### src/rtl/mult_pkg.sv
// -----------------------------------------------------------------------------
// mult_pkg
//   Shared types and constants for the sequential shift-and-add multiplier.
//
//   Contents:
//     mult_estado_t        FSM state encoding (exposed on state_o for test)
//     MULT_N_BITS_DEFAULT  default operand width
//     mult_cnt_width()     width of the iteration counter for a given N_BITS
//     mult_is_last()       true on the final partial-product iteration
// -----------------------------------------------------------------------------
package mult_pkg;

    localparam int unsigned MULT_N_BITS_DEFAULT = 4;

    typedef enum logic [1:0] {
        ST_MULT_IDLE = 2'd0,
        ST_MULT_CALC = 2'd1,
        ST_MULT_FIM  = 2'd2
    } mult_estado_t;

    // The counter runs 0 .. N_BITS-1, so it needs clog2(N_BITS) bits
    // (at least one).
    function automatic int unsigned mult_cnt_width(input int unsigned n_bits);
        return (n_bits > 1) ? $clog2(n_bits) : 1;
    endfunction

    // The iteration with cnt == N_BITS-1 consumes the last multiplier bit.
    function automatic logic mult_is_last(input int unsigned cnt,
                                          input int unsigned n_bits);
        return (cnt == (n_bits - 1));
    endfunction

endpackage : mult_pkg

### src/rtl/mult_4bits_seq_controller.sv
// -----------------------------------------------------------------------------
// mult_4bits_seq_controller
//   Control FSM and iteration counter for mult_4bits_seq.
//
//   Ports:
//     clk_i     in   system clock, rising edge
//     rst_i     in   asynchronous active-high reset
//     enable_i  in   level request from the bridge
//     last_i    in   current iteration is the final one (decoded from cnt_o)
//     state_o   out  registered FSM state
//     cnt_o     out  iteration counter (0 .. N_BITS-1)
//     load_o    out  capture strobe: latch operands, clear counter
//     step_o    out  iterate strobe: advance partial product and counter
//     done_o    out  final-iteration strobe: load the product register
//
//   Sequence: IDLE --enable--> CALC (N_BITS edges) --> FIM --!enable--> IDLE.
//   Dropping enable_i in CALC aborts to IDLE without producing a result.
// -----------------------------------------------------------------------------
module mult_4bits_seq_controller
    import mult_pkg::*;
#(
    parameter int unsigned N_BITS = MULT_N_BITS_DEFAULT,
    parameter int unsigned CNT_W  = mult_cnt_width(N_BITS)
) (
    input  logic             clk_i,
    input  logic             rst_i,
    input  logic             enable_i,
    input  logic             last_i,
    output mult_estado_t     state_o,
    output logic [CNT_W-1:0] cnt_o,
    output logic             load_o,
    output logic             step_o,
    output logic             done_o
);

    mult_estado_t     state_q;
    mult_estado_t     state_d;
    logic [CNT_W-1:0] cnt_q;

    // ---------------------------------------------------------------------
    // State register
    // ---------------------------------------------------------------------
    always_ff @(posedge clk_i or posedge rst_i) begin
        if (rst_i) begin
            state_q <= ST_MULT_IDLE;
        end else begin
            state_q <= state_d;
        end
    end

    // ---------------------------------------------------------------------
    // Next-state and strobe decode
    // ---------------------------------------------------------------------
    always_comb begin
        state_d = state_q;
        load_o  = 1'b0;
        step_o  = 1'b0;
        done_o  = 1'b0;

        case (state_q)
            ST_MULT_IDLE: begin
                if (enable_i) begin
                    load_o  = 1'b1;
                    state_d = ST_MULT_CALC;
                end
            end

            ST_MULT_CALC: begin
                // Abort wins over iterating: the bridge withdrew its request,
                // so the partial product is simply abandoned.
                if (!enable_i) begin
                    state_d = ST_MULT_IDLE;
                end else begin
                    step_o = 1'b1;
                    if (last_i) begin
                        done_o  = 1'b1;
                        state_d = ST_MULT_FIM;
                    end
                end
            end

            ST_MULT_FIM: begin
                // Holding enable_i high here never restarts; a fresh request
                // must pass through IDLE with enable_i low first.
                if (!enable_i) begin
                    state_d = ST_MULT_IDLE;
                end
            end

            default: begin
                state_d = ST_MULT_IDLE;
            end
        endcase
    end

    // ---------------------------------------------------------------------
    // Iteration counter
    // ---------------------------------------------------------------------
    always_ff @(posedge clk_i or posedge rst_i) begin
        if (rst_i) begin
            cnt_q <= '0;
        end else if (load_o) begin
            cnt_q <= '0;
        end else if (step_o) begin
            cnt_q <= cnt_q + 1'b1;
        end
    end

    assign state_o = state_q;
    assign cnt_o   = cnt_q;

endmodule : mult_4bits_seq_controller

### src/rtl/mult_4bits_seq.sv
// -----------------------------------------------------------------------------
// mult_4bits_seq
//   Sequential shift-and-add multiplier, one partial product per clock.
//   Sits directly behind the Avalon-MM dual-port-RAM bridge.
//
//   Ports:
//     clk_i     in   system clock, rising edge
//     rst_i     in   asynchronous active-high reset
//     A_i       in   multiplicand, sampled only at the capture edge
//     B_i       in   multiplier, sampled only at the capture edge
//     enable_i  in   level request from the bridge
//     Y_o       out  registered product (2*N_BITS)
//     fim_o     out  result valid / operation complete
//     state_o   out  current FSM state (test visibility)
//
//   Handshake: enable_i is a level request and fim_o the level acknowledge.
//   The bridge raises enable_i with A_i/B_i valid for the capture edge only,
//   keeps enable_i high until it has stored Y_o, then drops it. fim_o rises
//   exactly N_BITS edges after capture and falls one edge after enable_i
//   falls. Y_o changes only on entry to FIM, so it is stable whenever the
//   bridge may sample it. Dropping enable_i before fim_o aborts the operation.
//
//   N_BITS must be at least 2.
// -----------------------------------------------------------------------------
module mult_4bits_seq
    import mult_pkg::*;
#(
    parameter int unsigned N_BITS = MULT_N_BITS_DEFAULT
) (
    input  logic                  clk_i,
    input  logic                  rst_i,
    input  logic [N_BITS-1:0]     A_i,
    input  logic [N_BITS-1:0]     B_i,
    input  logic                  enable_i,
    output logic [2*N_BITS-1:0]   Y_o,
    output logic                  fim_o,
    output mult_estado_t          state_o
);

    localparam int unsigned CNT_W = mult_cnt_width(N_BITS);

    // Datapath registers
    logic [N_BITS-1:0]   mcand_q;
    logic [2*N_BITS-1:0] p_q;
    logic [2*N_BITS-1:0] y_q;

    // Controller interface
    mult_estado_t        state;
    logic [CNT_W-1:0]    cnt;
    logic                last;
    logic                load;
    logic                step;
    logic                done;

    // Iteration datapath
    logic [N_BITS:0]     sum;
    logic [2*N_BITS-1:0] p_step;

    assign last = mult_is_last(32'(cnt), N_BITS);

    mult_4bits_seq_controller #(
        .N_BITS (N_BITS),
        .CNT_W  (CNT_W)
    ) u_controller (
        .clk_i    (clk_i),
        .rst_i    (rst_i),
        .enable_i (enable_i),
        .last_i   (last),
        .state_o  (state),
        .cnt_o    (cnt),
        .load_o   (load),
        .step_o   (step),
        .done_o   (done)
    );

    // ---------------------------------------------------------------------
    // One shift-and-add iteration. P holds {accumulator, remaining
    // multiplier bits}; the low bit of P decides whether the multiplicand
    // is added. The N_BITS+1-bit sum keeps the adder carry, which lands in
    // P's MSB after the right shift, so the 2*N_BITS product never overflows.
    // ---------------------------------------------------------------------
    always_comb begin
        sum    = {1'b0, p_q[2*N_BITS-1:N_BITS]}
               + (p_q[0] ? {1'b0, mcand_q} : '0);
        p_step = {sum, p_q[N_BITS-1:1]};
    end

    always_ff @(posedge clk_i or posedge rst_i) begin
        if (rst_i) begin
            mcand_q <= '0;
            p_q     <= '0;
            y_q     <= '0;
        end else begin
            if (load) begin
                mcand_q <= A_i;
                p_q     <= {{N_BITS{1'b0}}, B_i};
            end else if (step) begin
                p_q     <= p_step;
            end

            // The final iteration's result goes straight into Y so that Y
            // and fim_o become valid on the same edge.
            if (done) begin
                y_q <= p_step;
            end
        end
    end

    assign Y_o     = y_q;
    assign fim_o   = (state == ST_MULT_FIM);
    assign state_o = state;

endmodule : mult_4bits_seq

### config.mk
export PLATFORM = sky130hd
export DESIGN_NAME = mult_4bits_seq
export DESIGN_NICKNAME = d
export VERILOG_FILES = /design/src/rtl/mult_pkg.sv /design/src/rtl/mult_4bits_seq_controller.sv /design/src/rtl/mult_4bits_seq.sv
export SDC_FILE = /design/constraint.sdc
export NUM_CORES = 1
export LEC_CHECK = 0
export ABC_AREA = 0
export BUFFER_PORTS_ARGS = -buffer_cell sky130_fd_sc_hd__clkbuf_2
export CORE_MARGIN = 5
export CORE_UTILIZATION = 29
export CTS_CLUSTER_SIZE = 10
export DETAILED_ROUTE_END_ITERATION = 8
export GPL_ROUTABILITY_DRIVEN = 0
export GPL_TIMING_DRIVEN = 0
export PLACE_DENSITY = 0.55
export SLEW_MARGIN = 20
export SYNTH_ARGS = -nofsm -noshare
export SYNTH_HDL_FRONTEND = slang
export SYNTH_SLANG_ARGS = --single-unit
### constraint.sdc
create_clock -name clk_i -period 2 [get_ports clk_i]
set_input_delay 0.4 -clock clk_i [delete_from_list [all_inputs] [get_ports clk_i]]
set_output_delay 0.4 -clock clk_i [all_outputs]
set_load 0.02 [all_outputs]
==> impl_metrics.py, run 1 <==
metrics = {
    "critical_path": {
        "critPathMaxStageDelay_ns": 0.43,
        "path_class": "register to register",
        "r2r-start": "p_q[0]$_DFFE_PP0P_",
        "required_ns": 2.14,
        "critPathMaxFanout": 5,
        "end_kind": "register",
        "crit_path_cell_trace": "and2_1, ha_1, fa_1, a21o_1, a21oi_1, o21ai_0",
        "crit_path_start_kind": "register",
        "crit_start": "p_q[0]$_DFFE_PP0P_",
        "cp_data_arrival_time_ns": 1.97,
        "crit_family": "adder cells",
        "cp.buffers_inverters": 0,
        "cp_slowest_cell": "dfrtp_1",
    },
    "sta": {
        "setup_tns_ns": 0,
        "fmax_mhz": 546,
        "rsz0062_at_grt": "false",
        "fin_worst_skew_ns": 0.00638,
        "setup_viol": 0,
        "max-slew-margin-rel_pct": 39.6,
        "finalHoldViolCount": 0,
        "fin_crit_sh_pct": 91.6,
        "tightest_slew_ns": 0.905,
        "layout_min_cycle_time_ns": 1.83,
        "drv_slew": 0,
    },
    "pwr": {
        "peakVddDrop_v": 0.000561,
        "powerDensity_nw_per_um2": 1020,
        "p_leak_nw": 0.712,
    },
    "layout": {
        "fin_area_sq_um": 1390,
        "layout.nets": 138,
        "syn2layout_area_growth_pct": 20.7,
        "final_layout_size_suffix_gt1_share_pct": 33.3,
        "num-fill-cells": 429,
        "n_antenna_cell": 0,
        "instances_no_fill": 170,
    },
    "clocking": {
        "clkTransAtPathRegs_ns": 0.09,
        "cts.htree.levels": 1,
        "ctsResizeCount": 0,
        "cts_setup_buffers": 0,
        "cts_tree": "yes",
        "hold_buffers": 0,
        "cts_buffers": 3,
        "cts-root-buf": "clkbuf_8",
        "clock_path_buffers": 2,
        "cts.sinks": 24,
        "insertion_delay_ns": 0.27,
    },
    "floorplanning": {
        "core_area_sq_um": 3910,
        "row_count": 23,
        "die_w_um": 73.1,
        "dieArea_sq_um": 5340,
        "initial_core_util_pct": 29.5,
        "ioPinCount": 22,
        "die_y_um": 73.1,
    },
    "route": {
        "viasPerCell": 4.40,
        "post_drt_wl_per_cell_um": 12.4,
        "drc": 0,
        "dr.pass1.iters": 2,
        "wl_mm": 2.11,
        "ant_nets": 0,
        "drtIter0Drc": 13,
        "vias": 748,
    },
    "placed_design": {
        "placed_area_sq_um": 1320,
        "io_buffer_count": 21,
        "dp_hpwl_mm": 1.62,
        "dp_cells": 166,
    },
    "job": {
        "drv_cap": 0,
    },
    "grt": {
        "grt_max_degree": 25,
        "grt.total_usage_pct": 9.42,
        "grt_pass1_vias": 816,
        "grt_pass1_wl_mm": 3.86,
        "antenna_found_initial": 0,
        "overflow": 0,
    },
    "yosys": {
        "syn_nets": 112,
        "synth_area_sq_um": 1150,
        "synth-seq-area-share_pct": 52.1,
        "yosys_warnings": 0,
        "synth_seq_cells": 24,
        "synth_cell_types": 24,
        "syn_inst": 95,
        "syn_area_per_cell_sq_um": 12.1,
    },
    "min_path": {
        "min_path_type": "input pin to async pin",
    },
    "run_status": {
        "status": "complete, no violations",
    },
}
-- worst register-to-register path, stage by stage (launching register included) --
cell and delay, ns:
dfrtp_1 0.43, and2_1 0.16, ha_1 0.20, fa_1 0.42, a21o_1 0.20, a21oi_1 0.19
o21ai_0 0.11
-- power by group --
group | switching (W) | internal (W) | total [W]
Clock | 0.000153 | 0.000267 | 0.000420
Sequential | 0.0000611 | 0.000584 | 0.000645
Combinational | 0.000192 | 0.000164 | 0.000356
-- worst paths after layout --
kind                                          endpoint  slack [ns]  cells after the start
worst max-delay path                p_q[7]$_DFFE_PP0P_        0.17                      6
worst min-delay path                Y_o[5]$_DFFE_PP0P_        0.30                      2
worst max register to register      p_q[7]$_DFFE_PP0P_        0.17                      6
worst min register to register      Y_o[5]$_DFFE_PP0P_        0.49                      2
max in group asynchronous           Y_o[4]$_DFFE_PP0P_        1.14                      2
min in group clk_i              mcand_q[1]$_DFFE_PP0P_        0.36                      2
-- kinds of logic (layout without fill, tap and decap cells) --
family | after synthesis | count (layout) | share of synthesized area [%]
muxes | 13 | 13 | 13.2
buffers and inverters | 5 | 30 | 3.69
adders and majority gates | 6 | 6 | 7.16
DFF | 24 | 24 | 52.1
AOI/OAI and AO/OA | 18 | 18 | 8.68
xor gates and xnor gates | 1 | 1 | 0.759
and+or+nand+nor | 28 | 28 | 14.4
-- area by class of cell --
class | count | area, sq um | share of cell area [%]
inverters | 1 | 3.75 | 0.270
plain buffers | 4 | 38.8 | 2.79
clock buffers | 3 | 41.3 | 2.96
repair buffers | 21 | 105 | 7.55
multi-input cells | 66 | 510 | 36.7
clock inverters | 1 | 30.0 | 2.16
well taps | 50 | 62.6 | 4.49
flip-flops and latches | 24 | 601 | 43.1
-- routing by layer --
metal,track usage [%],vias up,part of all wire [%]
met5,0,-,0
met4,2.46,0,0.81
met3,3.72,2,6.2
met2,13.9,17,46
met1,12.8,353,47
li1,-,376,-
-- layout by cell type (no fill, tap or decap) --
master | Yosys | final
bufinv_16 | 0 | 1
a21oi_1 | 3 | 3
ha_1 | 5 | 5
buf_2 | 1 | 1
dfrtp_1 | 24 | 24
inv_1 | 1 | 1
nand4b_4 | 1 | 1
and3b_1 | 1 | 1
xnor2_1 | 1 | 1
and2_1 | 4 | 4
nor2_8 | 1 | 1
mux2_2 | 6 | 6
a21boi_0 | 1 | 1
nor2b_1 | 1 | 1
a21o_1 | 1 | 1
o21ai_0 | 11 | 11
buf_6 | 3 | 3
o31ai_1 | 2 | 2
nand3b_1 | 1 | 1
fa_1 | 1 | 1
nand2b_1 | 1 | 1
mux2_4 | 3 | 3
nand2_1 | 17 | 17
nand3_1 | 1 | 1
clkbuf_8 | 0 | 3
clkbuf_2 | 0 | 21
mux2i_1 | 4 | 4
-- per-stage QoR --
| step | total power, W | utilization (%) | hold slack [ns] | setup slack [ns] |
|---|---|---|---|---|
| final | 0.00142 | 35.6 | 0.296 | 0.169 |
| after global routing | 0.00152 | 35.6 | 0.356 | 0.00620 |
| after CTS | 0.00144 | 35.6 | 0.331 | 0.145 |
| after detailed placement | 0.00102 | 33.8 | 0.477 | 0.180 |
| after global placement | 0.00101 | 33.8 | 0.467 | 0.199 |
| after floorplan | 0.000902 | - | 0.415 | 0.378 |
-- registers in the layout, summed over array words and instances, names as in the netlist --
name and count:
p_q 8, Y_o 8, u_controller.state_o 2, mcand_q 4, u_controller.cnt_o 2
-- cells in the mapped netlist --
cell type   n  area [sq um]
nand4b_4    1          23.8
mux2_4      3          45.0
a21o_1      1          7.51
o21ai_0    11          55.1
buf_2       1          5.00
mux2i_1     4          40.0
nand3b_1    1          7.51
ha_1        5          62.6
inv_1       1          3.75
a21oi_1     3          15.0
and2_1      4          25.0
nand2_1    17          63.8
buf_6       3          33.8
fa_1        1          20.0
dfrtp_1    24           601
nor2b_1     1          6.26
nand3_1     1          5.00
o31ai_1     2          15.0
a21boi_0    1          7.51
nand2b_1    1          6.26
mux2_2      6          67.6
nor2_8      1          20.0
and3b_1     1          8.76
xnor2_1     1          8.76
No activity file was read; power rests on OpenSTA's default activity.
==> run 2: changes to the inputs <==
Settings changed: ABC_AREA 0 to 1.
==> impl_metrics.py, run 2 <==
metrics = {
    "grt": {
        "grt_max_degree": 25,
        "grt_pass1_wl_mm": 4.27,
        "antenna_found_initial": 0,
        "grt.total_usage_pct": 10.3,
        "grt_pass1_vias": 964,
        "overflow": 0,
    },
    "sta": {
        "setup_viol": 0,
        "fin_worst_skew_ns": 0.00456,
        "layout_min_cycle_time_ns": 1.66,
        "rsz0062_at_grt": "false",
        "max-slew-margin-rel_pct": 38.9,
        "finalHoldViolCount": 0,
        "tightest_slew_ns": 0.916,
        "drv_slew": 0,
        "fmax_mhz": 601,
        "fin_crit_sh_pct": 83.2,
        "setup_tns_ns": 0,
    },
    "pwr": {
        "powerDensity_nw_per_um2": 902,
        "peakVddDrop_v": 0.000380,
        "p_leak_nw": 0.782,
        "p_total_w": 0.00125,
    },
    "floorplanning": {
        "row_count": 23,
        "dieArea_sq_um": 5370,
        "die_w_um": 73.3,
        "initial_core_util_pct": 29.5,
        "ioPinCount": 22,
        "die_y_um": 73.3,
        "core_area_sq_um": 3940,
    },
    "yosys": {
        "yosys-top-cells-count": "nand2_1, dfrtp_1, inv_1",
        "syn_nets": 145,
        "synth-main-ff-cell": "dfrtp_1",
        "synth_edf_count": 0,
        "syn_inst": 128,
        "ys_async_sr_fraction_pct": 100,
        "synth_cell_types": 19,
        "yosysMostFrequentCell": "nand2_1",
        "synth_top_area_share_pct": 51.7,
        "synth-seq-area-share_pct": 51.7,
        "synth_seq_cells": 24,
        "syn_area_per_cell_sq_um": 9.07,
        "yosys_warnings": 0,
        "yosys.area.top_type": "dfrtp_1",
        "netlist_top_cells_area": "dfrtp_1, nand2_1, ha_1",
        "synth_area_sq_um": 1160,
    },
    "layout": {
        "final_layout_size_suffix_gt1_share_pct": 25.5,
        "final_common_cell": "nand2_1",
        "mostFrequentLayoutCells": "nand2_1, dfrtp_1, clkbuf_2",
        "fin_area_sq_um": 1380,
        "n_antenna_cell": 0,
        "seq_area_sq_um": 601,
        "layout.nets": 171,
        "num-fill-cells": 410,
        "instances_no_fill": 203,
        "multi_input_area_sq_um": 489,
        "syn2layout_area_growth_pct": 19.2,
        "utilization_pct": 35.1,
    },
    "critical_path": {
        "timing.rr.end": "p_q[7]$_DFFE_PP0P_",
        "required_ns": 2.16,
        "r2r_cells": 8,
        "r2r-start": "p_q[0]$_DFFE_PP0P_",
        "crit_path_start_kind": "register",
        "cp_data_arrival_time_ns": 1.82,
        "rrSetupSlack_ns": 0.34,
        "critPathMaxFanout": 5,
        "end_kind": "register",
        "path_class": "register to register",
    },
    "clocking": {
        "cts_buffers": 3,
        "clock_path_buffers": 2,
        "ctsResizeCount": 0,
        "hold_buffers": 0,
        "clkTransAtPathRegs_ns": 0.08,
        "cts_setup_buffers": 0,
        "cts_tree": "yes",
        "cts.sinks": 24,
        "insertion_delay_ns": 0.27,
        "cts.htree.levels": 1,
        "cts-root-buf": "clkbuf_8",
    },
    "route": {
        "wl_mm": 2.40,
        "drc": 0,
        "vias": 899,
        "viasPerCell": 4.43,
        "ant_nets": 0,
        "post_drt_wl_per_cell_um": 11.8,
        "drtIter0Drc": 16,
        "dr.pass1.iters": 4,
    },
    "min_path": {
        "min_path_type": "input pin to async pin",
    },
    "placed_design": {
        "placed_area_sq_um": 1330,
        "dp_hpwl_mm": 1.82,
        "dp_cells": 199,
        "io_buffer_count": 21,
    },
    "run_status": {
        "status": "complete, no violations",
    },
    "job": {
        "drv_cap": 0,
    },
}
[run 2: cell count changes after synthesis, moves of 3 or more]
cell,previous run,this run
o21ai_0,11,3
mux2_4,3,0
nand2_1,17,52
and2_1,4,0
nor2_2,0,3
o21ai_2,0,4
mux2i_1,4,0
mux2_2,6,0
nand3_1,1,5
inv_1,1,14
o211ai_1,0,4
[run 2: kinds of logic (layout without fill, tap and decap cells)]
family	after synthesis	in the layout	share of synthesized area, %
simple gates	64	64	24.6
fa+ha+maj	6	6	7.11
compound gates	16	16	9.70
xor+xnor	1	1	0.754
flops	24	24	51.7
buf+inv	17	42	6.14
[run 2: layout make-up]
type | count | area share [%]
multi-input combinational | 87 | 35.4
clock buffer | 4 | 3.98
timing repair buffer | 21 | 7.59
buffer | 1 | 0.814
tap | 50 | 4.52
inverter | 16 | 4.34
sequential | 24 | 43.4
[run 2: worst max-delay path: stages, from the launching register on]
cell and delay (ns):
dfrtp_1 0.43, nand2_1 0.08, inv_1 0.04, ha_1 0.20, fa_1 0.42, a21oi_1 0.17, o21bai_1 0.10, nand2_1 0.07
nand2_1 0.05
[run 2: worst max-delay path by stage]
stage | startpoint | depth (start not counted) | to | slack, ns
CTS | p_q[0]$_DFFE_PP0P_ | 8 | p_q[7]$_DFFE_PP0P_ | 0.33
detailed placement | p_q[0]$_DFFE_PP0P_ | 8 | p_q[7]$_DFFE_PP0P_ | 0.36
global route | p_q[0]$_DFFE_PP0P_ | 8 | Y_o[7]$_DFFE_PP0P_ | 0.20
finish | p_q[0]$_DFFE_PP0P_ | 8 | p_q[7]$_DFFE_PP0P_ | 0.34
floorplan | p_q[0]$_DFFE_PP0P_ | 8 | p_q[7]$_DFFE_PP0P_ | 0.51
global placement | p_q[0]$_DFFE_PP0P_ | 8 | Y_o[7]$_DFFE_PP0P_ | 0.38
[run 2: power by group]
group / leakage [nW] / internal (W) / total (W) / switching, W
Clock: 0.0288 / 0.000176 / 0.000330 / 0.000154
Sequential: 0.316 / 0.000568 / 0.000619 / 0.0000511
Combinational: 0.437 / 0.000108 / 0.000299 / 0.000191
[run 2: per-layer routing]
metal,global-route usage [%],up-vias,share of wire [%]
li1,-,450,-
met1,12.3,423,45
met5,0,-,0
met4,4.71,0,1.9
met3,2.33,6,3.9
met2,17.4,20,49
[run 2: per-stage QoR]
stage	setup slack, ns	hold slack (ns)
detailed placement	0.359	0.461
global placement	0.380	0.463
finish	0.336	0.300
floorplan	0.508	0.415
global route	0.197	0.321
CTS	0.331	0.323
==> run 3: changes to the inputs <==
Settings changed: PLACE_DENSITY 0.55 to 0.57.
Clock period 2 ns to 1.4 ns, I/O delays scaled along.
==> impl_metrics.py, run 3 (synthesis results as in run 2) <==
metrics = {
    "run_status": {
        "status": "finished, violations left",
        "violations": "setup timing",
    },
    "route": {
        "post_drt_wl_per_cell_um": 11.9,
        "viasPerCell": 4.47,
        "dr.pass1.iters": 4,
        "drc": 0,
        "wl_mm": 2.44,
        "drtIter0Drc": 20,
        "ant_nets": 0,
        "vias": 911,
    },
    "clocking": {
        "cts.sinks": 24,
        "clkTransAtPathRegs_ns": 0.09,
        "clock_path_buffers": 2,
        "cts.htree.levels": 1,
        "cts_tree": "yes",
        "cts-root-buf": "clkbuf_8",
        "cts_buffers": 3,
        "insertion_delay_ns": 0.27,
        "hold_buffers": 0,
    },
    "layout": {
        "layout.nets": 172,
        "n_antenna_cell": 0,
        "final_common_cell": "nand2_1",
        "mostFrequentLayoutCells": "nand2_1, dfrtp_1, clkbuf_2",
        "fin_area_sq_um": 1430,
        "utilization_pct": 36.3,
        "final_layout_size_suffix_gt1_share_pct": 29.9,
        "syn2layout_area_growth_pct": 23.4,
    },
    "grt": {
        "grt.total_usage_pct": 10.2,
        "antenna_found_initial": 0,
        "overflow": 0,
        "grt_pass1_wl_mm": 4.24,
        "grt_max_degree": 25,
        "grt_pass1_vias": 974,
    },
    "sta": {
        "tightest_slew_ns": 0.904,
        "fin_crit_sh_pct": 108,
        "setup_slack_ns": -0.108,
        "rsz0062_at_grt": "true",
        "drv_slew": 0,
        "fin_worst_skew_ns": 0.00415,
        "layout_min_cycle_time_ns": 1.51,
        "whs_ns": 0.171,
        "finalHoldViolCount": 0,
        "setup_viol": 8,
        "max-slew-margin-rel_pct": 39.6,
        "fmax_mhz": 663,
    },
    "critical_path": {
        "critPathMaxFanout": 2,
        "critPathMaxStageDelay_ns": 0.38,
        "required_ns": 1.57,
        "end_kind": "register",
        "cp_slowest_cell": "dfrtp_1",
        "cp_data_arrival_time_ns": 1.67,
        "crit_path_start_kind": "register",
        "crit_path_cell_trace": "nand2_1, inv_1, ha_2, fa_2, a21oi_2, o21bai_1, nand2_1, nand2_1",
        "cpMostUsedCell": "nand2_1",
        "path_class": "register to register",
    },
    "pwr": {
        "p_leak_nw": 0.789,
        "p_total_w": 0.00196,
        "powerDensity_nw_per_um2": 1370,
        "peakVddDrop_v": 0.000757,
    },
    "min_path": {
        "min_path_type": "input pin to async pin",
    },
    "floorplanning": {
        "dieArea_sq_um": 5370,
        "die_w_um": 73.3,
        "row_count": 23,
        "initial_core_util_pct": 29.5,
        "die_y_um": 73.3,
        "core_area_sq_um": 3940,
        "ioPinCount": 22,
    },
    "placed_design": {
        "dpl_worst_slack_ns": -0.135,
        "io_buffer_count": 21,
        "dp_hpwl_mm": 1.86,
        "placed_area_sq_um": 1330,
    },
    "job": {
        "drv_cap": 0,
    },
}
run 3: cell types whose count changed in the layout (fill, tap and decap cells not counted), sizes merged:
cell,change
bufinv,+1
clkbuf,-1
buf,+1
run 3: metal layers:
metal  global-route usage, %  share of wire (%)  vias to the layer above
li1                        -                  -                      454
met1                    12.3                 45                      427
met2                    16.4                 48                       21
met3                    2.33                4.2                        9
met4                    5.94                3.1                        0
met5                       0                  0                        -
run 3: worst max-delay path, delay by kind of cell, from the launching register on:
| kind | cells | cell delay [ns] |
|---|---|---|
| flip-flops | 1 | 0.38 |
| adder cells (fa/ha/maj) | 2 | 0.54 |
| AO/OA/AOI/OAI | 2 | 0.24 |
| AND/OR/NAND/NOR | 3 | 0.20 |
| buffers and inverters | 1 | 0.04 |
run 3: per-stage QoR:
step           setup TNS [ns]  instances
2_1_floorplan               0        128
3_3_place_gp           -0.398        199
3_5_place_dp           -0.409        199
4_1_cts                -0.286        204
5_1_grt                 -1.18        204
6_report               -0.284        204
run 3: repair_timing:
item | 4_1_cts | 5_1_grt
gates resized for setup | 4 | 0
endpoints found under the setup margin | 6 | 12
pin swaps | 4 | 0
setup buffers | 1 | 0
run 3: area by class of cell:
class | count | area [sq um]
fillers | 403 | 2510
flip-flops and latches | 24 | 601
plain buffers | 1 | 11.3
well taps | 50 | 62.6
clock buffers | 3 | 41.3
inverters | 16 | 60.1
repair buffers | 22 | 113
clock inverters | 1 | 30.0
multi-input cells | 87 | 514
run 3: path summary, 6_finish.rpt:
kind / start / to / slack [ns] / cells after the start
hold reg to reg: mcand_q[0]$_DFFE_PP0P_ / mcand_q[0]$_DFFE_PP0P_ / 0.49 / 2
hold / removal: rst_i / Y_o[6]$_DFFE_PP0P_ / 0.17 / 2
setup / recovery: mcand_q[0]$_DFFE_PP0P_ / p_q[7]$_DFFE_PP0P_ / -0.11 / 8
min in group clk_i: A_i[1] / mcand_q[1]$_DFFE_PP0P_ / 0.21 / 3
max in group asynchronous: rst_i / u_controller.state_o[0]$_DFFE_PP0P_ / 0.67 / 2
setup reg to reg: mcand_q[0]$_DFFE_PP0P_ / p_q[7]$_DFFE_PP0P_ / -0.11 / 8
run 3: power by group:
| group | internal [W] | switching [W] |
|---|---|---|
| Sequential | 0.000811 | 0.0000752 |
| Combinational | 0.000173 | 0.000285 |
| Clock | 0.000382 | 0.000232 |
